==> src/rtl/wm_embed_seq_pkg.sv <==
// wm_embed_seq_pkg: package wm_pkg with the sequencer state enum, default pixel width and the LSB-embed helper
package wm_pkg;
  typedef enum logic [2:0] {IDLE, RD, WAIT, WR, DONE} state_e;
  localparam int DW_DEF = 8;
  localparam int DW_MAX = 32;
  function automatic logic [DW_MAX-1:0] embed_lsb(input logic [DW_MAX-1:0] im, input logic [DW_MAX-1:0] wm, input int dw);
    return {im[DW_MAX-1:1], wm[dw-1]};
  endfunction
endpackage

==> src/rtl/wm_embed_seq_if.sv <==
// wm_embed_seq_if: host handshake (start/abort/ready/busy/done) plus image and watermark memory ports; master=sequencer, slave=host+memories
interface wm_embed_seq_if import wm_pkg::*; #(
  parameter int RW = 6,
  parameter int CW = 6,
  parameter int DW = DW_DEF
);
  logic          start, abort, ready, busy, done;
  logic          im_en, im_rd_wrn, wm_en, wm_rd_wrn;
  logic [RW-1:0] im_row, wm_row;
  logic [CW-1:0] im_col, wm_col;
  logic [DW-1:0] im_wdata, im_rdata, wm_rdata;
  modport master (
    input  start, abort, im_rdata, wm_rdata,
    output ready, busy, done, im_en, im_rd_wrn, im_row, im_col, im_wdata,
           wm_en, wm_rd_wrn, wm_row, wm_col
  );
  modport slave (
    output start, abort, im_rdata, wm_rdata,
    input  ready, busy, done, im_en, im_rd_wrn, im_row, im_col, im_wdata,
           wm_en, wm_rd_wrn, wm_row, wm_col
  );
endinterface

==> src/rtl/wm_embed_seq_addr_gen.sv <==
// wm_addr_gen: raster row/col counters (clr_i, adv_i -> row_o, col_o, wm_row_o, wm_col_o, last_pixel_o); WM_TILE_EN adds watermark wrap counters
module wm_addr_gen #(
  parameter int ROWS    = 64,
  parameter int COLS    = 64,
  parameter int RW      = 6,
  parameter int CW      = 6,
  parameter int WM_ROWS = 16,
  parameter int WM_COLS = 16
) (
  input  logic          clk,
  input  logic          rst,
  input  logic          clr_i,
  input  logic          adv_i,
  output logic [RW-1:0] row_o,
  output logic [CW-1:0] col_o,
  output logic [RW-1:0] wm_row_o,
  output logic [CW-1:0] wm_col_o,
  output logic          last_pixel_o
);
  logic [RW-1:0] row_q, row_d;
  logic [CW-1:0] col_q, col_d;
  logic          col_last, step;
  assign col_last     = col_q == CW'(COLS - 1);
  assign last_pixel_o = col_last && row_q == RW'(ROWS - 1);
  // the final pixel does not advance, so addresses keep pointing at it after the frame
  assign step         = adv_i && !last_pixel_o;
  assign row_o        = row_q;
  assign col_o        = col_q;
  always_comb begin
    row_d = clr_i ? '0 : (step && col_last) ? row_q + 1'b1 : row_q;
    col_d = clr_i ? '0 : step ? (col_last ? '0 : col_q + 1'b1) : col_q;
  end
  always_ff @(posedge clk) begin
    if (rst) begin
      row_q <= '0;
      col_q <= '0;
    end else begin
      row_q <= row_d;
      col_q <= col_d;
    end
  end
`ifdef WM_TILE_EN
  localparam int WRW = WM_ROWS > 1 ? $clog2(WM_ROWS) : 1;
  localparam int WCW = WM_COLS > 1 ? $clog2(WM_COLS) : 1;
  logic [WRW-1:0] wr_q, wr_d;
  logic [WCW-1:0] wc_q, wc_d;
  // incremental modulo: wrap at the tile edge, and restart the column whenever the image row wraps
  always_comb begin
    wc_d = clr_i ? '0 : step ? ((col_last || wc_q == WCW'(WM_COLS - 1)) ? '0 : wc_q + 1'b1) : wc_q;
    wr_d = clr_i ? '0 : (step && col_last) ? ((wr_q == WRW'(WM_ROWS - 1)) ? '0 : wr_q + 1'b1) : wr_q;
  end
  always_ff @(posedge clk) begin
    if (rst) begin
      wr_q <= '0;
      wc_q <= '0;
    end else begin
      wr_q <= wr_d;
      wc_q <= wc_d;
    end
  end
  assign wm_row_o = RW'(wr_q);
  assign wm_col_o = CW'(wc_q);
`else
  assign wm_row_o = row_q;
  assign wm_col_o = col_q;
`endif
endmodule

==> src/rtl/wm_embed_seq.sv <==
// wm_embed_seq: raster read/embed/write-back sequencer; ports clk, rst and wm_embed_seq_if.master bus; WM_TILE_EN tiles the watermark address
module wm_embed_seq import wm_pkg::*; #(
  parameter int ROWS    = 64,
  parameter int COLS    = 64,
  parameter int RW      = 6,
  parameter int CW      = 6,
  parameter int DW      = DW_DEF,
  parameter int MEM_LAT = 2,
  parameter int WM_ROWS = 16,
  parameter int WM_COLS = 16
) (
  input logic           clk,
  input logic           rst,
  wm_embed_seq_if.master bus
);
  localparam int LW = $clog2(MEM_LAT + 1);
  state_e        state_q, state_d;
  logic [LW-1:0] cnt_q, cnt_d;
  logic [DW-1:0] reg_im_q, reg_im_d, reg_wm_q, reg_wm_d;
  logic          last_pixel, idle, active, go;
  assign idle   = state_q == IDLE || state_q == DONE;
  assign active = state_q == RD || state_q == WAIT || state_q == WR;
  // abort beats start when both arrive while idle
  assign go     = idle && bus.start && !bus.abort;
  wm_addr_gen #(
    .ROWS(ROWS), .COLS(COLS), .RW(RW), .CW(CW), .WM_ROWS(WM_ROWS), .WM_COLS(WM_COLS)
  ) u_addr (
    .clk, .rst,
    .clr_i       (go),
    .adv_i       (state_q == WR),
    .row_o       (bus.im_row),
    .col_o       (bus.im_col),
    .wm_row_o    (bus.wm_row),
    .wm_col_o    (bus.wm_col),
    .last_pixel_o(last_pixel)
  );
  always_comb begin
    state_d  = state_q;
    cnt_d    = cnt_q;
    reg_im_d = reg_im_q;
    reg_wm_d = reg_wm_q;
    unique case (state_q)
      IDLE, DONE: state_d = go ? RD : state_q;
      RD: begin
        state_d = WAIT;
        cnt_d   = LW'(MEM_LAT);
      end
      WAIT: begin
        cnt_d = cnt_q - 1'b1;
        if (cnt_q == LW'(1)) begin
          state_d  = WR;
          reg_im_d = bus.im_rdata;
          reg_wm_d = bus.wm_rdata;
        end
      end
      WR: state_d = last_pixel ? DONE : RD;
      default: state_d = IDLE;
    endcase
    if (active && bus.abort) state_d = IDLE;
  end
  always_ff @(posedge clk) begin
    if (rst) begin
      state_q  <= IDLE;
      cnt_q    <= '0;
      reg_im_q <= '0;
      reg_wm_q <= '0;
    end else begin
      state_q  <= state_d;
      cnt_q    <= cnt_d;
      reg_im_q <= reg_im_d;
      reg_wm_q <= reg_wm_d;
    end
  end
  assign bus.ready     = idle;
  assign bus.busy      = active;
  assign bus.done      = state_q == DONE;
  assign bus.im_en     = state_q == RD || state_q == WR;
  assign bus.im_rd_wrn = state_q != WR;
  assign bus.wm_en     = state_q == RD;
  assign bus.wm_rd_wrn = 1'b1;
  assign bus.im_wdata  = DW'(embed_lsb(DW_MAX'(reg_im_q), DW_MAX'(reg_wm_q), DW));
endmodule

==> src/flat_wrapper.sv <==
// flat-port wrapper written by rule: the top's interface ports become plain ports
module wm_embed_seq_flat import wm_pkg::*;
#(
  parameter int ROWS    = 64,
  parameter int COLS    = 64,
  parameter int RW      = 6,
  parameter int CW      = 6,
  parameter int DW      = DW_DEF,
  parameter int MEM_LAT = 2,
  parameter int WM_ROWS = 16,
  parameter int WM_COLS = 16
)
  (clk, rst, bus_start, bus_abort, bus_im_rdata, bus_wm_rdata, bus_ready, bus_busy, bus_done, bus_im_en, bus_im_rd_wrn, bus_im_row, bus_im_col, bus_im_wdata, bus_wm_en, bus_wm_rd_wrn, bus_wm_row, bus_wm_col);
  wm_embed_seq_if #(.RW(RW), .CW(CW), .DW(DW)) bus_i ();
  input logic clk;
  input logic rst;
  input wire logic [$bits(bus_i.start)-1:0] bus_start;
  input wire logic [$bits(bus_i.abort)-1:0] bus_abort;
  input wire logic [$bits(bus_i.im_rdata)-1:0] bus_im_rdata;
  input wire logic [$bits(bus_i.wm_rdata)-1:0] bus_wm_rdata;
  output wire logic [$bits(bus_i.ready)-1:0] bus_ready;
  output wire logic [$bits(bus_i.busy)-1:0] bus_busy;
  output wire logic [$bits(bus_i.done)-1:0] bus_done;
  output wire logic [$bits(bus_i.im_en)-1:0] bus_im_en;
  output wire logic [$bits(bus_i.im_rd_wrn)-1:0] bus_im_rd_wrn;
  output wire logic [$bits(bus_i.im_row)-1:0] bus_im_row;
  output wire logic [$bits(bus_i.im_col)-1:0] bus_im_col;
  output wire logic [$bits(bus_i.im_wdata)-1:0] bus_im_wdata;
  output wire logic [$bits(bus_i.wm_en)-1:0] bus_wm_en;
  output wire logic [$bits(bus_i.wm_rd_wrn)-1:0] bus_wm_rd_wrn;
  output wire logic [$bits(bus_i.wm_row)-1:0] bus_wm_row;
  output wire logic [$bits(bus_i.wm_col)-1:0] bus_wm_col;
  assign bus_i.start = bus_start;
  assign bus_i.abort = bus_abort;
  assign bus_i.im_rdata = bus_im_rdata;
  assign bus_i.wm_rdata = bus_wm_rdata;
  assign bus_ready = bus_i.ready;
  assign bus_busy = bus_i.busy;
  assign bus_done = bus_i.done;
  assign bus_im_en = bus_i.im_en;
  assign bus_im_rd_wrn = bus_i.im_rd_wrn;
  assign bus_im_row = bus_i.im_row;
  assign bus_im_col = bus_i.im_col;
  assign bus_im_wdata = bus_i.im_wdata;
  assign bus_wm_en = bus_i.wm_en;
  assign bus_wm_rd_wrn = bus_i.wm_rd_wrn;
  assign bus_wm_row = bus_i.wm_row;
  assign bus_wm_col = bus_i.wm_col;
  wm_embed_seq #(.ROWS(ROWS), .COLS(COLS), .RW(RW), .CW(CW), .DW(DW), .MEM_LAT(MEM_LAT), .WM_ROWS(WM_ROWS), .WM_COLS(WM_COLS)) u_core (.clk(clk), .rst(rst), .bus(bus_i));
endmodule
==> config.mk <==
export PLATFORM = sky130hd
export DESIGN_NAME = wm_embed_seq_flat
export DESIGN_NICKNAME = d
export VERILOG_FILES = /design/src/rtl/wm_embed_seq_pkg.sv /design/src/rtl/wm_embed_seq_if.sv /design/src/rtl/wm_embed_seq_addr_gen.sv /design/src/rtl/wm_embed_seq.sv /design/src/flat_wrapper.sv
export SDC_FILE = /design/constraint.sdc
export NUM_CORES = 1
export LEC_CHECK = 0
export BUFFER_PORTS_ARGS = -buffer_cell sky130_fd_sc_hd__buf_4
export CAP_MARGIN = 30
export CORE_ASPECT_RATIO = 1.5
export CORE_MARGIN = 2
export CORE_UTILIZATION = 50
export CTS_CLUSTER_SIZE = 16
export DETAILED_ROUTE_END_ITERATION = 16
export PLACE_DENSITY = 0.84
export SLEW_MARGIN = 30
export SYNTH_ARGS = -nofsm -noshare
export SYNTH_HDL_FRONTEND = slang
export SYNTH_SLANG_ARGS = --single-unit
export TNS_END_PERCENT = 10
==> constraint.sdc <==
create_clock -name clk -period 5.6 [get_ports clk]
set_input_delay 1.12 -clock clk [delete_from_list [all_inputs] [get_ports clk]]
set_output_delay 1.12 -clock clk [all_outputs]
set_load 0.03 [all_outputs]
-- Yosys cells after proc, flatten, opt, wreduce, memory -nomap -nowiden
Cells that the tools add are included.
- word-level logic and storage cells: 44
- bits in read-only memories: 0
- memories: 0
- input bits: 20
- RAM bits: 0
- bits in latches: 0
- output and inout port bits: 39
- bits in registers: 33
- $lt $le $gt $ge: 0
- divide/modulo/power cells: 0
- bitwise logic cells: 0
- add/sub/neg operators: 3
- shift-type cells: 0
- reduce and logical (&&, ||, !) cells: 19
- multipliers: 0
- multiplexer cells: 6
- equal/unequal tests: 10
- operators by type and width (kind ; number):
    6-bit by 1-bit adder with 6-bit output (second input constant) ; 2
    6-bit equality test (second input constant) ; 2
    3-bit case mux with 4 select lines ; 1
    3-bit two-way mux ; 3
    3-bit by 2-bit equality test with 1-bit output (second input constant) ; 2
    1-bit logical AND ; 6
    6-bit two-way mux ; 1
    2-bit OR reduction ; 3
    1-bit logical OR ; 4
    2-bit case mux with 2 select lines ; 1
    2-bit AND reduction ; 2
    3-bit by 1-bit equality test with 1-bit output (second input constant) ; 1
    3-bit equality test (second input constant) ; 1
    3-bit zero test ; 1
    3-bit by 2-bit inequality test with 1-bit output (second input constant) ; 1
    2-bit by 1-bit equality test with 1-bit output (second input constant) ; 1
    1-bit zero test ; 2
    2-bit by 1-bit inequality test with 1-bit output (second input constant) ; 1
    2-bit inequality test (second input constant) ; 1
    2-bit nonzero test ; 1
    2-bit by 1-bit subtractor with 2-bit output (second input constant) ; 1

-- Depth between registers and ports, before layout
- depth in word-level cells: 6
- mapped depth: 6
- depth with buffers taken out: 6

-- Modules after synthesis
A second synthesis with hierarchy kept.
- cells, all modules: 151
- area, all modules: 1347.5 sq um
- modules (own cells, without submodules) (module ; cells an instance ; area each (sq um) ; instances ; seq. area each (sq um)):
    wm_addr_gen ; 85 ; 724.4 ; 1 ; 240.2
    wm_embed_seq ; 66 ; 623.1 ; 1 ; 260.2

-- Least setup slack after synthesis
OpenSTA, ideal clock, no wires.
- path kind: register to output
- start point: register u_core.state_q[0]
- end point: output port bus_done
- path buffers: 1
- required time: 4.480 ns
- stages on the path, launching flop included: 4
- data arrival time: 1.334 ns
- setup slack: 3.146 ns
- cell sequence: dfxtp_1 -> buf_2 -> nor2_1 -> and2_1
- cells in the longest elaborated chain, start to end: 1
- RTL lines (item ; line ; source):
    from (decl) ; wm_embed_seq.sv:17 ; state_e state_q, state_d;
    from (signal assigned) ; wm_embed_seq.sv:68 ; state_q <= state_d;
    3-bit equality test ; wm_embed_seq.sv:76 ; assign bus.done = state_q == DONE;
    to (decl) ; flat_wrapper.sv:23 ; output wire logic [$bits(bus_i.done)-1:0] bus_done;
No other way between the ends.

-- Worst setup path in the final report
- start point: register u_core.state_q[0]
- end point: output port bus_wm_en
- cells in the longest elaborated chain, start to end: 1
- RTL lines (item ; line ; source):
    3-bit by 1-bit equality test with 1-bit output ; wm_embed_seq.sv:79 ; assign bus.wm_en = state_q == RD;
    to (decl) ; flat_wrapper.sv:29 ; output wire logic [$bits(bus_i.wm_en)-1:0] bus_wm_en;
No other way between the ends.

==> impl_metrics.json <==
{
  "status": "finished clean",
  "yosysUniqueCellTypes": 42,
  "fmax_mhz": 378,
  "rsz0062_at_grt": "false",
  "coreArea_um2": 2450,
  "syn_inst": 148,
  "design_area_um2": 1590,
  "timing.rr.end": "u_core.u_addr.row_o[3]",
  "drt-wirelength-per-cell_um": 13.3,
  "drt_iter0_drc": 23,
  "netlist.area_leader.share": 0.384,
  "grt_usage": 0.192,
  "cts-root-buf": "clkbuf_4",
  "grt_pass1_vias": 1070,
  "setup_tns_ps": 0,
  "synth.yosys.seq_area_share": 0.384,
  "remaining_drc_errors": 0,
  "htree_num_levels": 1,
  "viasPerCell": 5.76,
  "post_cts_buffers": 0,
  "power_leakage_nw": 0.671,
  "reg2reg_depth": 5,
  "gp_congestion": 0.820,
  "path_class": "reg -> out",
  "crit_path_start_kind": "flip-flop",
  "timing.final.crit_share": 0.473,
  "nets": 205,
  "numCtsBuffers": 3,
  "clk_pin_slew_ps": 140,
  "skew_ps": 14.4,
  "design.portCount": 59,
  "crit_chain": "inv_1 -> nor3_1 -> buf_4",
  "diodes": 0,
  "tightest_slew_ps": 811,
  "ir_drop_v": 0.000163,
  "multi_input_area_um2": 654,
  "yosys.cell_count.top_type": "dfxtp_1",
  "crit_family": "flip-flops",
  "cts_buffer_depth": 2,
  "power_density_nw_per_um2": 207,
  "hold_buffers": 0,
  "holdPathStages": 2,
  "maxCapViolCount": 0,
  "hold_end": "u_core.cnt_q[0]",
  "min_from": "u_core.cnt_q[0]",
  "vias": 1180,
  "start_util": 0.532,
  "synth_area_per_cell_um2": 8.80,
  "drive_gt1_frac": 0.337,
  "placementRows": 22,
  "cts_tree": "yes",
  "yosys-top-cells-area": "dfxtp_1 38%, mux2i_1 7.7%, buf_4 7.5%",
  "power.total_w": 0.000329,
  "max_stage_delay_ps": 620,
  "worstPathMaxFanout": 11,
  "cts_resized": 0,
  "grt-ovfl-total": 0,
  "drt_pass1_iterations": 4,
  "async_reset_ff_frac": 0,
  "grt_pass1_wl_mm": 4.45,
  "crit_path_end_kind": "primary output",
  "synth_flop_cell": "dfxtp_1",
  "final_util": 0.650,
  "synth_edf_count": 0,
  "regArea_um2": 500,
  "cp_slowest_cell": "dfxtp_1",
  "io_buffer_count": 49,
  "slew-limit-headroom": 0.454,
  "synth_seq_cells": 25,
  "clk_latency_ps": 320,
  "reg2reg_slack_ps": 3550,
  "syn_nets": 171,
  "synthToLayoutAreaGrowth_pct": 22.2,
  "worst-path-buf-inv": 2,
  "place_area_um2": 1560,
  "synth.top_cells.by_count": "25 x dfxtp_1, 14 x nor2_1, 13 x buf_4",
  "die_w_um": 45.7,
  "totalWireLength_mm": 2.73,
  "synth_area_um2": 1300,
  "yosysTopAreaCell": "dfxtp_1",
  "startpoint": "u_core.state_q[0]",
  "clock-sinks": 25,
  "n_fill_cell": 229,
  "drv_slew": 0,
  "ant_nets": 0,
  "hold_violations": 0,
  "rr_startpoint": "u_core.u_addr.col_o[0]",
  "arrival_ps": 1530,
  "ys_warn_count": 0,
  "grt_start_max_net_pins": 15,
  "die_area_um2": 3040,
  "hp-class": "reg -> reg",
  "finalCriticalPeriod_ps": 2650,
  "cp_data_required_time_ps": 4480,
  "setup_viol": 0,
  "die_y_um": 66.5,
  "antenna_found_initial": 0,
  "hpwl_mm": 2.17
}
[flip-flops by register name (all words and copies together) (netlist names)]
name,cells
u_core.cnt_q,2
u_core.reg_im_q,7
u_core.u_addr.row_o,6
u_core.u_addr.col_o,6
u_core.reg_wm_q,1
u_core.state_q,3
[cell type report]
cell class,count,share of cell area
well taps,24,0.0189
inverters,3,0.00708
clock inverters,1,0.00314
repair buffers,49,0.231
flip-flops and latches,25,0.314
clock buffers,3,0.0142
multi-input cells,100,0.411
[cell usage in the layout, fill, tap and decap left out, types with 3 or more instances in the layout]
master / count
nor2_1: 14
buf_4: 49
clkbuf_4: 3
o21ai_0: 6
inv_1: 3
a21oi_1: 8
nor4_1: 3
mux2i_1: 10
ha_1: 3
a31o_2: 3
nand3_1: 5
dfxtp_1: 25
nand2_1: 10
or3_1: 4
[tightest hold or removal path, cell delays in order, from the launching register on]
cell and delay (ps):
dfxtp_1 360, nand2_1 60, a21oi_1 60
[worst max path at each step]
stage | to | slack, ps | depth (start not counted)
global placement | u_core.u_addr.col_o[3] | 3170 | 5
floorplan | bus_done | 3150 | 3
global route | bus_wm_en | 2830 | 3
detailed placement | u_core.u_addr.col_o[3] | 3190 | 5
finish | bus_wm_en | 2950 | 3
CTS | bus_wm_en | 2940 | 3
[logic make-up (layout without fill, tap and decap cells)]
family,after synthesis,in the layout,synth area share
AND/OR/NAND/NOR,53,53,0.222
AO/OA/AOI/OAI,32,32,0.165
flip-flops,25,25,0.384
buffers and inverters,23,56,0.113
multiplexers,10,10,0.0769
adder cells (fa/ha/maj),3,3,0.0288
other,1,1,0.00288
XOR/XNOR,1,1,0.00673
[per-stage QoR]
stage	worst slack, ps	hold WS, ps	std cells
finish	2950	506	205
global route	2830	537	205
CTS	2940	511	205
detailed placement	3190	488	201
global placement	3170	477	201
floorplan	3150	467	148
[report_power, final]
| group | switching, W | internal [W] |
|---|---|---|
| Clock | 0.0000526 | 0.0000268 |
| Combinational | 0.0000324 | 0.0000252 |
| Sequential | 0.00000908 | 0.000183 |
| Total | 0.0000942 | 0.000235 |
[metal layers]
metal	routed length (um)	part of all wire	GRT usage	up-vias
met5	0	0	0	-
met1	1050	0.39	0.215	554
met2	1500	0.55	0.356	39
li1	-	-	-	585
met4	19	0.0070	0.0478	0
met3	157	0.057	0.0325	2
No activity file was read; power rests on OpenSTA's default activity.
